**src/rtl/tx_frame_axis_packer_pkg.sv**
```systemverilog
// Shared ethernet TX definitions: FSM states, external status codes, length field width.
package tx_frame_axis_packer_pkg;

  localparam int eth_len_width_lp = 16;

  typedef enum logic {
    e_idle,
    e_data
  } tx_state_e;

  typedef enum logic [1:0] {
    e_ext_idle    = 2'b00,
    e_ext_busy    = 2'b01,
    e_ext_len_err = 2'b10
  } tx_ext_state_e;

  // Byte enables for the final beat given length mod 8 (0 means a full beat).
  function automatic logic [7:0] last_keep_f(input logic [2:0] rem);
    if (rem == 3'd0) return 8'hFF;
    else return (8'h01 << rem) - 8'h01;
  endfunction

endpackage

```
**src/rtl/tx_frame_axis_packer_two_fifo.sv**
```systemverilog
// Two-entry valid/ready -> valid/yumi buffer; ready looks through a same-cycle dequeue.
module tx_frame_axis_packer_two_fifo #(
  parameter int width_p = 73
) (
  input  logic               clk_i,
  input  logic               reset_i,
  input  logic [width_p-1:0] data_i,
  input  logic               v_i,
  output logic               ready_o,
  output logic [width_p-1:0] data_o,
  output logic               v_o,
  input  logic               yumi_i
);

  logic [width_p-1:0] mem_q [2];
  logic               wr_ptr_q, wr_ptr_d;
  logic               rd_ptr_q, rd_ptr_d;
  logic [1:0]         count_q, count_d;
  logic               enq, deq;

  assign ready_o = (count_q != 2'd2) | yumi_i;
  assign v_o     = (count_q != 2'd0);
  assign data_o  = mem_q[rd_ptr_q];
  assign enq     = v_i & ready_o;
  assign deq     = yumi_i;

  // Pointer and occupancy next-state.
  always_comb begin
    wr_ptr_d = wr_ptr_q;
    rd_ptr_d = rd_ptr_q;
    count_d  = count_q;
    if (enq) wr_ptr_d = ~wr_ptr_q;
    if (deq) rd_ptr_d = ~rd_ptr_q;
    count_d = count_q + {1'b0, enq} - {1'b0, deq};
  end

  // Pointer/occupancy registers; storage needs no reset.
  always_ff @(posedge clk_i) begin
    if (reset_i) begin
      wr_ptr_q <= 1'b0;
      rd_ptr_q <= 1'b0;
      count_q  <= 2'd0;
    end else begin
      wr_ptr_q <= wr_ptr_d;
      rd_ptr_q <= rd_ptr_d;
      count_q  <= count_d;
      if (enq) mem_q[wr_ptr_q] <= data_i;
    end
  end

endmodule

```
**src/rtl/tx_frame_axis_packer.sv**
```systemverilog
// Packs MMIO frame words (length word, then payload words) into AXIS beats.
//
// state  | meaning
// e_idle | waiting for a length word; bad lengths set the sticky error flag
// e_data | forwarding payload words; down-counter hits 1 on the final beat
module tx_frame_axis_packer
  import tx_frame_axis_packer_pkg::*;
#(
  parameter int axis_data_width_p = 64,
  parameter int max_frame_bytes_p = 1536
) (
  input  logic                           clk_i,
  input  logic                           reset_i,
  input  logic [axis_data_width_p-1:0]   frame_data_i,
  input  logic                           frame_data_v_i,
  output logic                           frame_data_yumi_o,
  output logic [axis_data_width_p-1:0]   tx_axis_tdata_o,
  output logic [axis_data_width_p/8-1:0] tx_axis_tkeep_o,
  output logic                           tx_axis_tvalid_o,
  input  logic                           tx_axis_tready_i,
  output logic                           tx_axis_tlast_o,
  output logic                           tx_axis_tuser_o,
  output logic [1:0]                     tx_ext_state_o,
  output logic [15:0]                    frames_sent_o
);

  localparam int keep_width_lp = axis_data_width_p / 8;
  localparam int beat_width_lp = axis_data_width_p + keep_width_lp + 1;
  localparam int cnt_width_lp  = eth_len_width_lp - 2;
  localparam logic [eth_len_width_lp-1:0] max_len_lp = eth_len_width_lp'(max_frame_bytes_p);

  tx_state_e                  state_q, state_d;
  logic [cnt_width_lp-1:0]    beats_left_q, beats_left_d;
  logic [keep_width_lp-1:0]   last_keep_q, last_keep_d;
  logic                       len_err_q, len_err_d;
  logic [15:0]                frames_sent_q, frames_sent_d;

  logic [eth_len_width_lp-1:0] len_w;
  logic                        len_ok;
  logic [cnt_width_lp-1:0]     beat_count;
  logic                        final_beat;
  logic                        yumi;
  logic                        enq_v;
  logic [keep_width_lp-1:0]    enq_keep;
  logic                        enq_last;
  logic                        fifo_ready;
  logic                        fifo_v;
  logic [beat_width_lp-1:0]    fifo_data;
  logic                        beat_accept;

  assign len_w      = frame_data_i[eth_len_width_lp-1:0];
  assign len_ok     = (len_w != '0) && (len_w <= max_len_lp);
  assign beat_count = {1'b0, len_w[eth_len_width_lp-1:3]} + cnt_width_lp'(|len_w[2:0]);
  assign final_beat = (beats_left_q == cnt_width_lp'(1));

  // Next-state and word-consume logic; outputs held inactive while in reset.
  always_comb begin
    state_d      = state_q;
    beats_left_d = beats_left_q;
    last_keep_d  = last_keep_q;
    len_err_d    = len_err_q;
    yumi         = 1'b0;
    enq_v        = 1'b0;
    enq_keep     = '1;
    enq_last     = 1'b0;
    case (state_q)
      e_idle: begin
        yumi = frame_data_v_i;
        if (frame_data_v_i) begin
          if (len_ok) begin
            beats_left_d = beat_count;
            last_keep_d  = last_keep_f(len_w[2:0]);
            len_err_d    = 1'b0;
            state_d      = e_data;
          end else begin
            len_err_d = 1'b1;
          end
        end
      end
      e_data: begin
        yumi  = frame_data_v_i & fifo_ready;
        enq_v = yumi;
        if (final_beat) begin
          enq_keep = last_keep_q;
          enq_last = 1'b1;
        end
        if (yumi) begin
          beats_left_d = beats_left_q - cnt_width_lp'(1);
          if (final_beat) state_d = e_idle;
        end
      end
      default: state_d = e_idle;
    endcase
    if (reset_i) begin
      yumi  = 1'b0;
      enq_v = 1'b0;
    end
  end

  tx_frame_axis_packer_two_fifo #(
    .width_p(beat_width_lp)
  ) two_fifo (
    .clk_i  (clk_i),
    .reset_i(reset_i),
    .data_i ({frame_data_i, enq_keep, enq_last}),
    .v_i    (enq_v),
    .ready_o(fifo_ready),
    .data_o (fifo_data),
    .v_o    (fifo_v),
    .yumi_i (beat_accept)
  );

  assign tx_axis_tvalid_o = fifo_v & ~reset_i;
  assign beat_accept      = tx_axis_tvalid_o & tx_axis_tready_i;

  // Completed-frame counter, wraps naturally at 16 bits.
  always_comb begin
    frames_sent_d = frames_sent_q + 16'(beat_accept & fifo_data[0]);
  end

  // State, counter and flag registers.
  always_ff @(posedge clk_i) begin
    if (reset_i) begin
      state_q       <= e_idle;
      beats_left_q  <= '0;
      last_keep_q   <= '0;
      len_err_q     <= 1'b0;
      frames_sent_q <= 16'd0;
    end else begin
      state_q       <= state_d;
      beats_left_q  <= beats_left_d;
      last_keep_q   <= last_keep_d;
      len_err_q     <= len_err_d;
      frames_sent_q <= frames_sent_d;
    end
  end

  // External status, error taking priority over busy.
  always_comb begin
    tx_ext_state_o = e_ext_idle;
    if (reset_i)                            tx_ext_state_o = e_ext_idle;
    else if (len_err_q)                     tx_ext_state_o = e_ext_len_err;
    else if ((state_q == e_data) || fifo_v) tx_ext_state_o = e_ext_busy;
  end

  assign frame_data_yumi_o = yumi;
  assign tx_axis_tdata_o   = fifo_data[beat_width_lp-1:keep_width_lp+1];
  assign tx_axis_tkeep_o   = fifo_data[keep_width_lp:1];
  assign tx_axis_tlast_o   = fifo_data[0];
  assign tx_axis_tuser_o   = 1'b0;
  assign frames_sent_o     = frames_sent_q;

endmodule

```
**config.mk**
```make
export PLATFORM = sky130hd
export DESIGN_NAME = tx_frame_axis_packer
export DESIGN_NICKNAME = d
export VERILOG_FILES = /design/src/rtl/tx_frame_axis_packer_pkg.sv /design/src/rtl/tx_frame_axis_packer_two_fifo.sv /design/src/rtl/tx_frame_axis_packer.sv
export SDC_FILE = /design/constraint.sdc
export NUM_CORES = 1
export LEC_CHECK = 0
export CAP_MARGIN = 20
export CELL_PAD_IN_SITES_DETAIL_PLACEMENT = 2
export CELL_PAD_IN_SITES_GLOBAL_PLACEMENT = 2
export CORE_ASPECT_RATIO = 1.25
export CORE_MARGIN = 5
export CORE_UTILIZATION = 38
export DETAILED_ROUTE_END_ITERATION = 12
export GPL_ROUTABILITY_DRIVEN = 0
export PLACE_DENSITY = 0.91
export SKIP_LAST_GASP = 1
export SLEW_MARGIN = 20
export SYNTH_ARGS = -nofsm -noshare
export SYNTH_HDL_FRONTEND = slang
export SYNTH_SLANG_ARGS = --single-unit
```
**constraint.sdc**
```tcl
create_clock -name clk_i -period 23.4 [get_ports clk_i]
set_input_delay 4.68 -clock clk_i [delete_from_list [all_inputs] [get_ports clk_i]]
set_output_delay 4.68 -clock clk_i [all_outputs]
set_load 0.005 [all_outputs]
```
---- Word-level counts from Yosys, hierarchy flattened ----
Memory sizes are Yosys's and may differ from the RTL's. A register that Yosys moved wholly into a read port is not among the register bits.
Index checks and enable logic that the tools add are counted.
operators by class
  add/subtract/negate cells ............... 6
  $lt $le $gt $ge ......................... 1
  equality and inequality tests ........... 5
  shift operators ......................... 1
  multiplexer cells ....................... 27
  bitwise gates (word level) .............. 10
  reductions and logical operators ........ 9
operator list
  kind                                                                                 number
  14-bit 2-to-1 mux                                                                    3
  14-bit one-hot mux with 2 select lines                                               1
  8-bit 2-to-1 mux                                                                     3
  16-bit by 1-bit adder with 16-bit output                                             1
  16-bit by 11-bit less-or-equal comparator with 1-bit output (second input constant)  1
  1-bit 2-to-1 mux                                                                     16
  16-bit nonzero test                                                                  1
  13-bit by 1-bit adder with 14-bit output                                             1
  14-bit by 1-bit == test with 1-bit output (second input constant)                    1
  14-bit by 1-bit subtractor with 14-bit output (second input constant)                1
  1-bit by 3-bit left shift with 8-bit output (first input constant)                   1
  8-bit by 1-bit subtractor with 8-bit output (second input constant)                  1
  2-bit != test (second input constant)                                                3
  3-bit AND reduction                                                                  2
  1-bit bitwise AND                                                                    5
  2-bit 2-to-1 mux                                                                     2
  1-bit inverter                                                                       4
  1-bit one-hot mux with 2 select lines                                                2
  3-bit logical NOT                                                                    1
  3-bit OR reduction                                                                   1
  2-bit by 1-bit adder with 2-bit output                                               1
  2-bit by 1-bit != test with 1-bit output (second input constant)                     1
  2-bit AND reduction                                                                  1
  2-bit nonzero test                                                                   1
  other kinds (4)                                                                      4
storage, ports and cells
  bits in registers ....................... 44
  bits in writable memories ............... 146
  input port bits ......................... 68
  output and inout port bits .............. 94
  word-level logic and storage cells ...... 68
  memories kept ........................... 1
memories
  memory          words  width  read ports  clocked after memory_dff  wr ports  RTL line                             source
  two_fifo.mem_q  2      73     1           1                         1         tx_frame_axis_packer_two_fifo.sv:15  logic [width_p-1:0] mem_q [2];

---- Logic depth before layout (Yosys ltp) ----
Gate-level depths: netlist (run 1).
  word-level depth ........................ 11
  gate-level depth with buffers ........... 11
  gate-level depth less buffers ........... 10

---- Hierarchy ----
From an unflattened synthesis (run 1), not the netlist that was laid out.
second synthesis, totals
  cell total of the unflattened synthesis .. 534
  area, all modules ....................... 7751.2 µm²
modules (own cells, without submodules)
  module                         instances  cells an instance  area each (µm²)  seq. area each (µm²)
  tx_frame_axis_packer_two_fifo  1          250                5487.8           4484.3
  tx_frame_axis_packer           1          284                2263.4           800.8

---- Least setup slack after synthesis (run 1) ----
OpenSTA, ideal clock, no wires.
  path kind ............................... input to register
  start point ............................. input port reset_i
  end point ............................... memory two_fifo.mem_q[0][0] (enable)
  setup time .............................. 0.594 ns
  arrival time ............................ 10.121 ns
  data required time ...................... 22.806 ns
  setup slack ............................. 12.686 ns
  cell stages on the path ................. 3
  buffers on the path ..................... 2
  cells stage by stage .................... clkbuf_1 clkbuf_1 nor3_1
on the way
  word-level cells in the longest chain between the ends .. 11
RTL lines
  what                                        RTL line                             source
  start, declared                             tx_frame_axis_packer.sv:13           input logic reset_i,
  1-bit inverter                              tx_frame_axis_packer.sv:113          assign tx_axis_tvalid_o = fifo_v & ~reset_i;
  1-bit bitwise AND                           tx_frame_axis_packer.sv:113
  1-bit bitwise AND                           tx_frame_axis_packer.sv:114          assign beat_accept = tx_axis_tvalid_o & tx_axis_tready_i;
  1-bit bitwise OR                            tx_frame_axis_packer_two_fifo.sv:21  assign ready_o = (count_q != 2'd2) | yumi_i;
  1-bit bitwise AND                           tx_frame_axis_packer.sv:81           yumi = frame_data_v_i & fifo_ready;
  1-bit 2-to-1 mux                            tx_frame_axis_packer.sv:66           case (state_q)
  1-bit 2-to-1 mux                            tx_frame_axis_packer.sv:94           if (reset_i) begin
  1-bit bitwise AND                           tx_frame_axis_packer_two_fifo.sv:24  assign enq = v_i & ready_o;
  1-bit 2-to-1 mux                            tx_frame_axis_packer_two_fifo.sv:47  if (enq) mem_q[wr_ptr_q] <= data_i;
  1-bit 2-to-1 mux (*)                        tx_frame_axis_packer_two_fifo.sv:39  if (reset_i) begin
  1-bit 2-to-1 mux (implied by the code) (*)  tx_frame_axis_packer_two_fifo.sv:47
  end, declared                               tx_frame_axis_packer_two_fifo.sv:15
Every way passes the cells marked *; elsewhere a longest branch is shown, timed or not.

---- Worst setup path after layout (run 1) ----
  start point ............................. input port reset_i
  end point ............................... output port frame_data_yumi_o
on the way
  word-level cells in the longest chain between the ends .. 7
RTL lines
  what                                   RTL line                             source
  1-bit inverter                         tx_frame_axis_packer.sv:113
  1-bit bitwise AND                      tx_frame_axis_packer.sv:113
  1-bit bitwise AND                      tx_frame_axis_packer.sv:114
  1-bit bitwise OR                       tx_frame_axis_packer_two_fifo.sv:21
  1-bit bitwise AND                      tx_frame_axis_packer.sv:81
  1-bit one-hot mux with 2 select lines  tx_frame_axis_packer.sv:66
  1-bit 2-to-1 mux (*)                   tx_frame_axis_packer.sv:94
  end, declared                          tx_frame_axis_packer.sv:16           output logic frame_data_yumi_o,
Marked as above.

==> results.md, run 1 <==
- Dominant cells by area after synthesis: edfxtp_1, dfxtp_1, mux2_2, nor2_1, xnor2_1
- Initial DRC count: 378
- FF+latch count, synth: about 190
- Inserted Clock Buffers: 17
- CTS Sinks: roughly 190
- Final setup fails: 0
- Max Fanout on Critical Path: 50
- Net Count, Synth: a little over 600
- Syn-to-layout area delta: 31.7%
- Global route overflow: 0
- DP HPWL: 16,600 um
- Core ar.: 20,200 um^2
- Yosys cell types: 57
- Hold crit path type: flip-flop to flip-flop
- Largest family of logic cells by synthesized area: multiplexers
- RSZ-0062 raised after global routing: no
- Worst R2R Setup Slack: roughly 20,000 ps
- Std-Cell Rows: 58
- Crit path largest cell delay: ~470 ps
- Initial core utilization: 38.7%
- Synth Area in Simple Gates: 9.90%
- Worst Setup SP: reset_i
- # diodes: 0
- CP required: roughly 19,000 ps
- DIE AREA: approximately 24,000 um^2
- Relative slew slack: between 20 and 30%
- Share of layout cells above drive strength 1: roughly 17%
- Pre-CTS setup slack: ~12,000 ps
- Mapped Cells: 542
- Final Max Slew Viols: 0
- Initial antenna violation count: 1
- F_max: 0.0889 GHz
- Die X: 138 um
- H-tree Lvls: 4
- Buf+Inv Stages, Crit Path: 4
- Compound-Gate Fraction of Synth Area: under 10%
- Die H: roughly 170 um
- CP dominant cell by count: clkdlybuf4s50_1
- Final WL: approximately 25,000 um
- Setup Skew: 12.8 ps
- Crit-path cells: clkdlybuf4s50_1 > buf_4 > inv_1 > o311a_1 > clkdlybuf4s50_1
- Placed cell count: 949
- CTS Hold Bufs: 0
- Commonest cells in the netlist: edfxtp_1, mux2_2, dfxtp_1
- Post-synth EDFFs: 146
- Synth area leader: edfxtp_1
- DRC viols: 0
- Final WS setup: 12,160 ps
- Port bufs: 160
- Avg Cell Area, Syn: 14.5 um^2
- Clk pin slew, worst setup/hold paths: 70 ps
- Adder-cell share of the synthesized area: 1.28%
- PD cells: 68.0 nW/um^2
- Final Instance Count excl. Fillers: between 900 and 1,000
- Total of max-cap violations: 0
- Tightest Pin Transition: 1090 ps
- # resized after CTS: 0
- Post-Syn Area: around 7800 um^2
- Number of global-route vias before repair: ~5,800
- Util after Layout: around half
- Most common cell in the netlist: edfxtp_1
- Synth async-reset ratio: 0%
- Nets: slightly below 800
- DR pass1 iterations: 4
- Vias per cell: roughly 5.4
- Main synth FF type: edfxtp_1
- Total track usage: about a fifth
- Routed WL per cell: 25.4 um
- Longest Clk Path Bufs: 2
- Mux share of post-synthesis cell area: about a tenth
- Yosys warns: 0
- Share of the synthesized area in the top cell type: between 50% and 60%
- Final hold vios: 0
- Largest net degree at the start of global routing: between 70 and 80
- Outcome: complete, no violations
- Setup bufs post-CTS: 0
- CP delay by family, top: buffers and inverters
- Slowest stage cell, crit path: buf_4
- DRT antenna net count: 0
- Worst-Skew Late Latency: 440 ps
- Root Buffer: clkbuf_16
- Setup TNS: 0 ps
- I/O pin count: 162
- Hold_sp: beats_left_q[13]$_SDFFE_PP0P_
- CP Launch Type: primary input
- Tmin final: approximately 11,000 ps
- LEAKAGE: about 3.3 nW
- XOR/XNOR Fraction of Synth Area: 2.79%
- Crit share post-route: 48.0%
- VDD IR max: between 40 and 50 uV
- Sequential share of the synthesized area: 67.5%
- CTS tree: done
- Crit path capture type: output port
- Via count: between 5,000 and 6,000
- Setup Crit Path Kind: primary input to output port
- Worst EP arrival: roughly 6600 ps
- First-pass GRT wire length: approximately 38,000 um
==> layout by cell type (no fill, tap or decap), types with 6 or more instances in the layout <==
cell type / n
xor2_1: 12
nand2_1: 16
o21ai_0: 7
nor3_1: 8
mux2_2: 73
ha_1: 8
xnor2_1: 13
a21oi_1: 15
o31ai_1: 9
clkbuf_16: 17
clkdlybuf4s50_1: 160
nand4_1: 9
inv_8: 6
nand3_1: 14
dfxtp_1: 44
or3_1: 10
inv_1: 12
edfxtp_1: 146
and3_1: 7
nor2_1: 44
==> area by class of cell <==
class                           count  area [um^2]
Clock buffer                       17          425
Clock inverter                     15          191
Fill cell                        1868         9930
Inverter                           12         45.0
Multi-Input combinational cell    313         2400
Sequential cell                   191         5290
Tap cell                          270          338
Timing Repair Buffer              163         1620
==> worst reg2reg max path: cells and delay by family, from the launching register on <==
family                     cells  cell delay [ps]
xor gates and xnor gates       1              150
and+or+nand+nor                5              960
muxes                          1              350
DFF                            1             1020
adders and majority gates      2              420
==> where the power goes <==
group          switching (mW)  leakage, nW  internal, mW
clock                   0.142        0.302         0.164
combinational          0.0153         1.39        0.0156
sequential            0.00101         1.63         0.364
==> stage by stage <==
| stage | cell area, um^2 | hold slack (ps) | total power [mW] |
|---|---|---|---|
| 2_1_floorplan | 7840 | 433 | 0.382 |
| 3_3_place_gp | 9700 | 444 | 0.400 |
| 3_5_place_dp | 9700 | 466 | 0.403 |
| 4_1_cts | 10300 | 505 | 0.709 |
| 5_1_grt | 10300 | 521 | 0.727 |
| 6_report | 10300 | 509 | 0.702 |
==> worst paths after layout <==
path | end | cells past startpoint
worst min register to register | beats_left_q[13]$_SDFFE_PP0P_ | 2
worst max-delay path | frame_data_yumi_o | 5
worst max register to register | frames_sent_o[14]$_SDFF_PP0_ | 9
worst min-delay path | beats_left_q[13]$_SDFFE_PP0P_ | 2
==> per-layer routing <==
metal | vias up | track usage [%] | routed length (um)
met5 | - | 0 | 13
met3 | 12 | 4.89 | 1270
met2 | 178 | 38.5 | 13200
met4 | 2 | 4.43 | 234
met1 | 2687 | 25.7 | 10200
li1 | 2373 | - | -
==> logic make-up (layout without fill, tap and decap cells) <==
| group | count (synthesis) | after routing |
|---|---|---|
| other | 1 | 1 |
| muxes | 74 | 74 |
| adders and majority gates | 8 | 8 |
| buffers and inverters | 38 | 207 |
| xor gates and xnor gates | 25 | 25 |
| DFF | 191 | 191 |
| AOI/OAI and AO/OA | 66 | 66 |
| and+or+nand+nor | 139 | 139 |
==> flip-flops by register name, indices dropped and copies added, names as in the netlist, named ones only <==
signal	cells
beats_left_q	14
state_q	1
two_fifo.count_q	2
frames_sent_o	16
two_fifo.wr_ptr_q	1
len_err_q	1
two_fifo.mem_q	146
last_keep_q	8
two_fifo.rd_ptr_q	1
Power figures use the tool's default switching activity.
==> run 2, diff against run 1 <==
- CORE_UTILIZATION: 38 -> 32
- PLACE_DENSITY: 0.91 -> 0.82
- clock period: 23.4 -> 9.69 ns (I/O delays scaled with it)
==> run 2 against run 1 <==
- sequential share of layout area about the same
- clock power is 110% higher
- register-to-register slack lost 14000 ps
- combinational power is 130% higher
- worst hold slack worse by 41 ps
- largest cell class unchanged
- critical endpoint unchanged
- clock-buffer cell count is 4 higher
==> results.md, run 2 (synthesized netlist as in run 1, its figures left out) <==
- Outcome: complete, no violations (unchanged)
- Clk pin slew, worst setup/hold paths: 70 ps (about the same)
- Tightest Pin Transition: 1080 ps (was 1090 ps)
- Number of global-route vias before repair: 5,645 (was 5,849)
- Core ar.: 24,300 um^2 (was 20,200 um^2)
- # resized after CTS: 0 (unchanged)
- H-tree Lvls: 4 (unchanged)
- Die X: 150 um (was 138 um)
- CP Launch Type: primary input (unchanged)
- Hold depth: 2 (unchanged)
- Worst-case reg-to-reg path depth: 8 (was 9)
- Max reg flops: 146 (unchanged)
- DIE AREA: 27,700 um^2 (was 23,600 um^2)
- Relative slew slack: 28.2% (was 27.5%)
- Sw power: 344 uW (was 158 uW)
- Crit-path cells: clkdlybuf4s50_1 > buf_4 > inv_1 > o311a_1 > clkdlybuf4s50_1 (unchanged)
- Port bufs: 160 (unchanged)
- Max Fanout on Critical Path: 50 (unchanged)
- CTS Hold Bufs: 0 (unchanged)
- Via count: 5,116 (was 5,252)
- I/O pin count: 162 (unchanged)
- Share of layout cells above drive strength 1: 17.2% (was 17.3%)
- Routed WL per cell: 20.7 um (was 25.4 um)
- Crit share post-route: 59.5%
- Final hold vios: 0 (unchanged)
- DP HPWL: 15,200 um (was 16,600 um)
- Int Power: 1.26 mW (was 543 uW)
- Placed cell count: 1,009 (was 949)
- Total track usage: 15.7% (was 21.1%)
- Crit path largest cell delay: 480 ps (was 470 ps)
- Initial antenna violation count: 0 (was 1)
- DP Area: 9770 um^2 (was 9700 um^2)
- Flop pwr share: 54.8% (was 52.0%)
- Most flop-heavy register: two_fifo.mem_q (unchanged)
- PD cells: 156 nW/um^2 (was 68.0 nW/um^2)
- Final Instance Count excl. Fillers: 1,042 (was 981)
- Syn-to-layout area delta: 31.7% (about the same)
- Util after Layout: 42.4% (was 50.9%)
- DRT antenna net count: 0 (unchanged)
- Setup TNS: 0 ps (unchanged)
- Setup bufs post-CTS: 0 (unchanged)
- VDD IR max: 108 uV (was 49.6 uV)
- DR pass1 iterations: 5 (was 4)
- Final setup fails: 0 (unchanged)
- Most frequent cells in the layout: clkdlybuf4s50_1, edfxtp_1, mux2_2 (unchanged)
- Setup Skew: 15.4 ps (was 12.8 ps)
- Final Max Slew Viols: 0 (unchanged)
- LEAKAGE: 3.29 nW (was 3.32 nW)
- Global route overflow: 0 (unchanged)
- Finished Cell Area: 10,300 um^2 (about the same)
- Hold crit path type: flip-flop to flip-flop (unchanged)
- Minimum hold slack: 467 ps (was 509 ps)
- Setup Crit Path Kind: primary input to output port (unchanged)
- Std-Cell Rows: 64 (was 58)
- CTS tree: done (unchanged)
- Initial DRC count: 229 (was 378)
- Final WL: 21,500 um (was 24,900 um)
- Pre-CTS setup slack: 3900 ps (was 12,140 ps)
- FF/Latch Area: 5290 um^2 (unchanged)
- Root Buffer: clkbuf_16 (unchanged)
- Worst EP arrival: 3830 ps (was 6560 ps)
- Slowest stage cell, crit path: buf_4 (unchanged)
- Vias per cell: 4.91 (was 5.35)
- DRC viols: 0 (unchanged)
- Initial core utilization: 32.2% (was 38.7%)
- Worst-Skew Late Latency: 440 ps (about the same)
- Nets: 774 (unchanged)
- Inserted Clock Buffers: 17 (unchanged)
- Combinational share of power: 4.5% (was 4.4%)
- CTS Sinks: 191 (unchanged)
- Die H: 185 um (was 171 um)
- Clock Power Share: 40.7% (was 43.6%)
- Fill count: 2,438 (was 1,868)
- Total of max-cap violations: 0 (unchanged)
- RSZ-0062 raised after global routing: no (unchanged)
- Largest net degree at the start of global routing: 74 (unchanged)
- Switching share of power: 21.4% (was 22.6%)
- Final WS setup: 3920 ps (was 12,160 ps)
- Total power: 1.61 mW (was 702 uW)
- Tmin final: ~5800 ps
- CP required: 7750 ps (was 18,720 ps)
- Commonest non-fill, non-tap cell in the layout: clkdlybuf4s50_1 (unchanged)
- F_max: around 0.17 GHz
- First-pass GRT wire length: 33,400 um (was 37,900 um)
- CP dominant cell by count: clkdlybuf4s50_1 (unchanged)
- Multi-input logic area: 2400 um^2 (unchanged)
- Crit path capture type: output port (unchanged)
- Longest Clk Path Bufs: 2 (unchanged)
## run 2: changes by cell type in the layout (fill, tap and decap cells not counted)
cell / previous run / this run
clkinv_2: 1 / 2
inv_8: 6 / 0
clkbuf_1: 0 / 1
bufinv_16: 2 / 0
diode_2: 0 / 1
clkbuf_2: 0 / 2
inv_4: 0 / 4
clkbuf_16: 17 / 18
clkinv_8: 1 / 0
## run 2: final cells by class
| type | count | area share [%] |
|---|---|---|
| Antenna cell | 1 | 0.0243 |
| Clock buffer | 21 | 4.50 |
| Clock inverter | 11 | 0.752 |
| Inverter | 12 | 0.437 |
| Multi-Input combinational cell | 313 | 23.3 |
| Sequential cell | 191 | 51.3 |
| Tap cell | 330 | 4.00 |
| Timing Repair Buffer | 163 | 15.7 |
## run 2: final timing paths
kind,to,start,slack (ps)
max,frame_data_yumi_o,reset_i,3920
min,last_keep_q[0]$_SDFFE_PP0P_,last_keep_q[0]$_SDFFE_PP0P_,470
min reg2reg,last_keep_q[0]$_SDFFE_PP0P_,last_keep_q[0]$_SDFFE_PP0P_,470
max reg2reg,frames_sent_o[12]$_SDFF_PP0_,flip-flop,6690
## run 2: power by group through the flow
stage | combinational [mW] | sequential, mW | clock (mW)
after CTS | 0.0726 | 0.881 | 0.674
after global routing | 0.0776 | 0.881 | 0.711
after detailed placement | 0.0718 | 0.900 | 0
after floorplan | 0.0239 | 0.899 | 0
final | 0.0722 | 0.881 | 0.655
after global placement | 0.0671 | 0.899 | 0
## run 2: critical path, delay by kind of cell
kind / cells / cell delay [ps]
buffers and inverters: 4 / 1680
AO/OA/AOI/OAI: 1 / 200
## run 2: routing by layer
layer	track usage, %	vias to the layer above	wire length (um)	share of wire, %
li1	-	2374	-	-
met1	18.5	2561	8750	41
met2	27.3	163	10800	50
met3	5.85	18	1780	8.3
met4	3.63	0	204	0.95
met5	0	-	0	0
==> run 3, diff against run 2 <==
- CORE_UTILIZATION: 32 -> 35
- PLACE_DENSITY: 0.82 -> 0.85
- clock period: 9.69 -> 5.6 ns (I/O delays scaled with it)
==> run 3 against run 2 <==
- register-to-register slack got worse by 4200 ps
- non-clock buffer count decreased by 1
- sequential power increased by 73%
- clock power increased by 83%
- global-route usage increased by 1.8 points
- cell count decreased by 4.7%
- die area decreased by 8.1%
- critical path depth decreased by 1
- sequential share of layout area increased by 0.12 points
- critical endpoint unchanged
- largest power group unchanged
- highest routed layer unchanged
==> results.md, run 3 (synthesized netlist as in run 1, its figures left out) <==
- Crit path capture type: output port (unchanged)
- Root Buffer: clkbuf_16 (unchanged)
- Buf+Inv Stages, Crit Path: 3 (was 4)
- Port bufs: 160 (unchanged)
- Reg2reg end: frames_sent_o[14]$_SDFF_PP0_ (was frames_sent_o[12]$_SDFF_PP0_)
- DRT antenna net count: 0 (unchanged)
- CTS tree: done (unchanged)
- Max Fanout on Critical Path: 50 (unchanged)
- Outcome: complete, no violations (unchanged)
- Worst Setup SP: reset_i (unchanged)
- Final WL: 22,200 um (was 21,500 um)
- Initial DRC count: 302 (was 229)
- Vias per cell: 5.18 (was 4.91)
- Inserted Clock Buffers: 17 (unchanged)
- Hold_sp: last_keep_q[0]$_SDFFE_PP0P_ (unchanged)
- Crit-path cells: buf_2 > inv_1 > o311a_1 > clkdlybuf4s50_1 (was clkdlybuf4s50_1 > buf_4 > inv_1 > o311a_1 > clkdlybuf4s50_1)
- Tightest Pin Transition: 1070 ps (was 1080 ps)
- Slowest stage cell, crit path: buf_2 (was buf_4)
- Worst-Skew Late Latency: 430 ps (was 440 ps)
- CP required: 4480 ps (was 7750 ps)
- Setup bufs post-CTS: 0 (unchanged)
- Total track usage: 17.5% (was 15.7%)
- I/O pin count: 162 (unchanged)
- Total of max-cap violations: 0 (unchanged)
- # resized after CTS: 0 (unchanged)
- Die X: 144 um (was 150 um)
- DIE AREA: 25,500 um^2 (was 27,700 um^2)
- PD cells: 277 nW/um^2 (was 156 nW/um^2)
- Tmin final: ~4000 ps
- Worst-case reg-to-reg path depth: 9 (was 8)
- Most frequent cells in the layout: clkdlybuf4s50_1, edfxtp_1, mux2_2 (unchanged)
- Minimum hold slack: 474 ps (was 467 ps)
- Crit path largest cell delay: 730 ps (was 480 ps)
- LEAKAGE: 3.30 nW (was 3.29 nW)
- Final Max Slew Viols: 0 (unchanged)
- Most flop-heavy register: two_fifo.mem_q (unchanged)
- H-tree Lvls: 4 (unchanged)
- Setup Skew: 12.3 ps (was 15.4 ps)
- First-pass GRT wire length: 34,300 um (was 33,400 um)
- CTS Hold Bufs: 0 (unchanged)
- Final setup fails: 0 (unchanged)
- Longest Clk Path Bufs: 2 (unchanged)
- VDD IR max: 189 uV (was 108 uV)
- Initial antenna violation count: 0 (unchanged)
- Worst EP arrival: 2920 ps (was 3830 ps)
- Setup Crit Path Kind: primary input to output port (unchanged)
- Die H: 177 um (was 185 um)
- Std-Cell Rows: 61 (was 64)
- Fill count: 2,126 (was 2,438)
- DR pass1 iterations: 4 (was 5)
- Max reg flops: 146 (unchanged)
- Syn-to-layout area delta: 31.4% (was 31.7%)
- # diodes: 0 (was 1)
- CTS Sinks: 191 (unchanged)
- Crit share post-route: 72.1%
- RSZ-0062 raised after global routing: no (unchanged)
- CP delay by family, top: buffers and inverters (unchanged)
- Routed WL per cell: 22.4 um (was 20.7 um)
- Setup TNS: 0 ps (unchanged)
- CP Launch Type: primary input (unchanged)
- DRC viols: 0 (unchanged)
- Share of layout cells above drive strength 1: 17.3% (was 17.2%)
- Hold depth: 2 (unchanged)
- Min-Delay Endpoint: last_keep_q[0]$_SDFFE_PP0P_ (unchanged)
- Clk pin slew, worst setup/hold paths: 70 ps (about the same)
- Via count: 5,143 (was 5,116)
- Commonest non-fill, non-tap cell in the layout: clkdlybuf4s50_1 (unchanged)
- Hold crit path type: flip-flop to flip-flop (unchanged)
- Largest net degree at the start of global routing: 74 (unchanged)
- Global route overflow: 0 (unchanged)
- Worst R2R Setup Slack: 2480 ps (was 6690 ps)
- Nets: 773 (was 774)
- Initial core utilization: 35.4% (was 32.2%)
- F_max: 0.248 GHz
- Final hold vios: 0 (unchanged)
- Number of global-route vias before repair: 5,878 (was 5,645)
- Core ar.: 22,100 um^2 (was 24,300 um^2)
- DP HPWL: 15,600 um (was 15,200 um)
- Relative slew slack: 28.8% (was 28.2%)
## run 3: layout make-up
class	count	area [um^2]	share of cell area [%]
clock buffers	17	425	4.13
clock inverters	15	160	1.56
inverters	12	45.0	0.438
multi-input cells	313	2410	23.4
flip-flops and latches	191	5290	51.4
well taps	283	354	3.44
repair buffers	162	1610	15.7
## run 3: tightest hold or removal path: stages, from the launching register on
cell and delay [ps]:
dfxtp_1 330, nor2_1 50, nor2_1 70
## run 3: where the power goes
group | internal (mW) | leakage (nW) | switching [mW]
clock network | 0.601 | 0.289 | 0.597
registers | 1.52 | 1.63 | 0.00415
logic | 0.0642 | 1.39 | 0.0613
total | 2.19 | 3.30 | 0.663
## run 3: worst max-delay path by stage
stage / to / slack, ps / cells past startpoint
floorplan: two_fifo.mem_q[0][0]$_DFFE_PP_ / 730 / 3
global placement: frame_data_yumi_o / 1570 / 4
detailed placement: frame_data_yumi_o / 1540 / 4
CTS: frame_data_yumi_o / 1530 / 4
global route: frame_data_yumi_o / 1390 / 4
finish: frame_data_yumi_o / 1560 / 4
## run 3: through the flow
stage          util, %  power [mW]  cells  worst slack [ps]  area, um^2
2_1_floorplan        -        1.60    542               731        7840
3_3_place_gp      43.9        1.67    961              1570        9710
3_5_place_dp      43.9        1.68    961              1540        9710
4_1_cts           46.5        2.88    993              1530       10300
5_1_grt           46.5        2.95    993              1390       10300
6_report          46.5        2.85    993              1560       10300
## run 3: routing by layer
| metal | share of wire [%] | up-vias | wire length [um] | global-route usage (%) |
|---|---|---|---|---|
| met1 | 41 | 2596 | 9050 | 21.2 |
| met3 | 6.1 | 17 | 1360 | 4.35 |
| met2 | 52 | 164 | 11600 | 31.2 |
| met4 | 0.90 | 0 | 199 | 3.92 |
| li1 | - | 2366 | - | - |
| met5 | 0 | - | 0 | 0 |
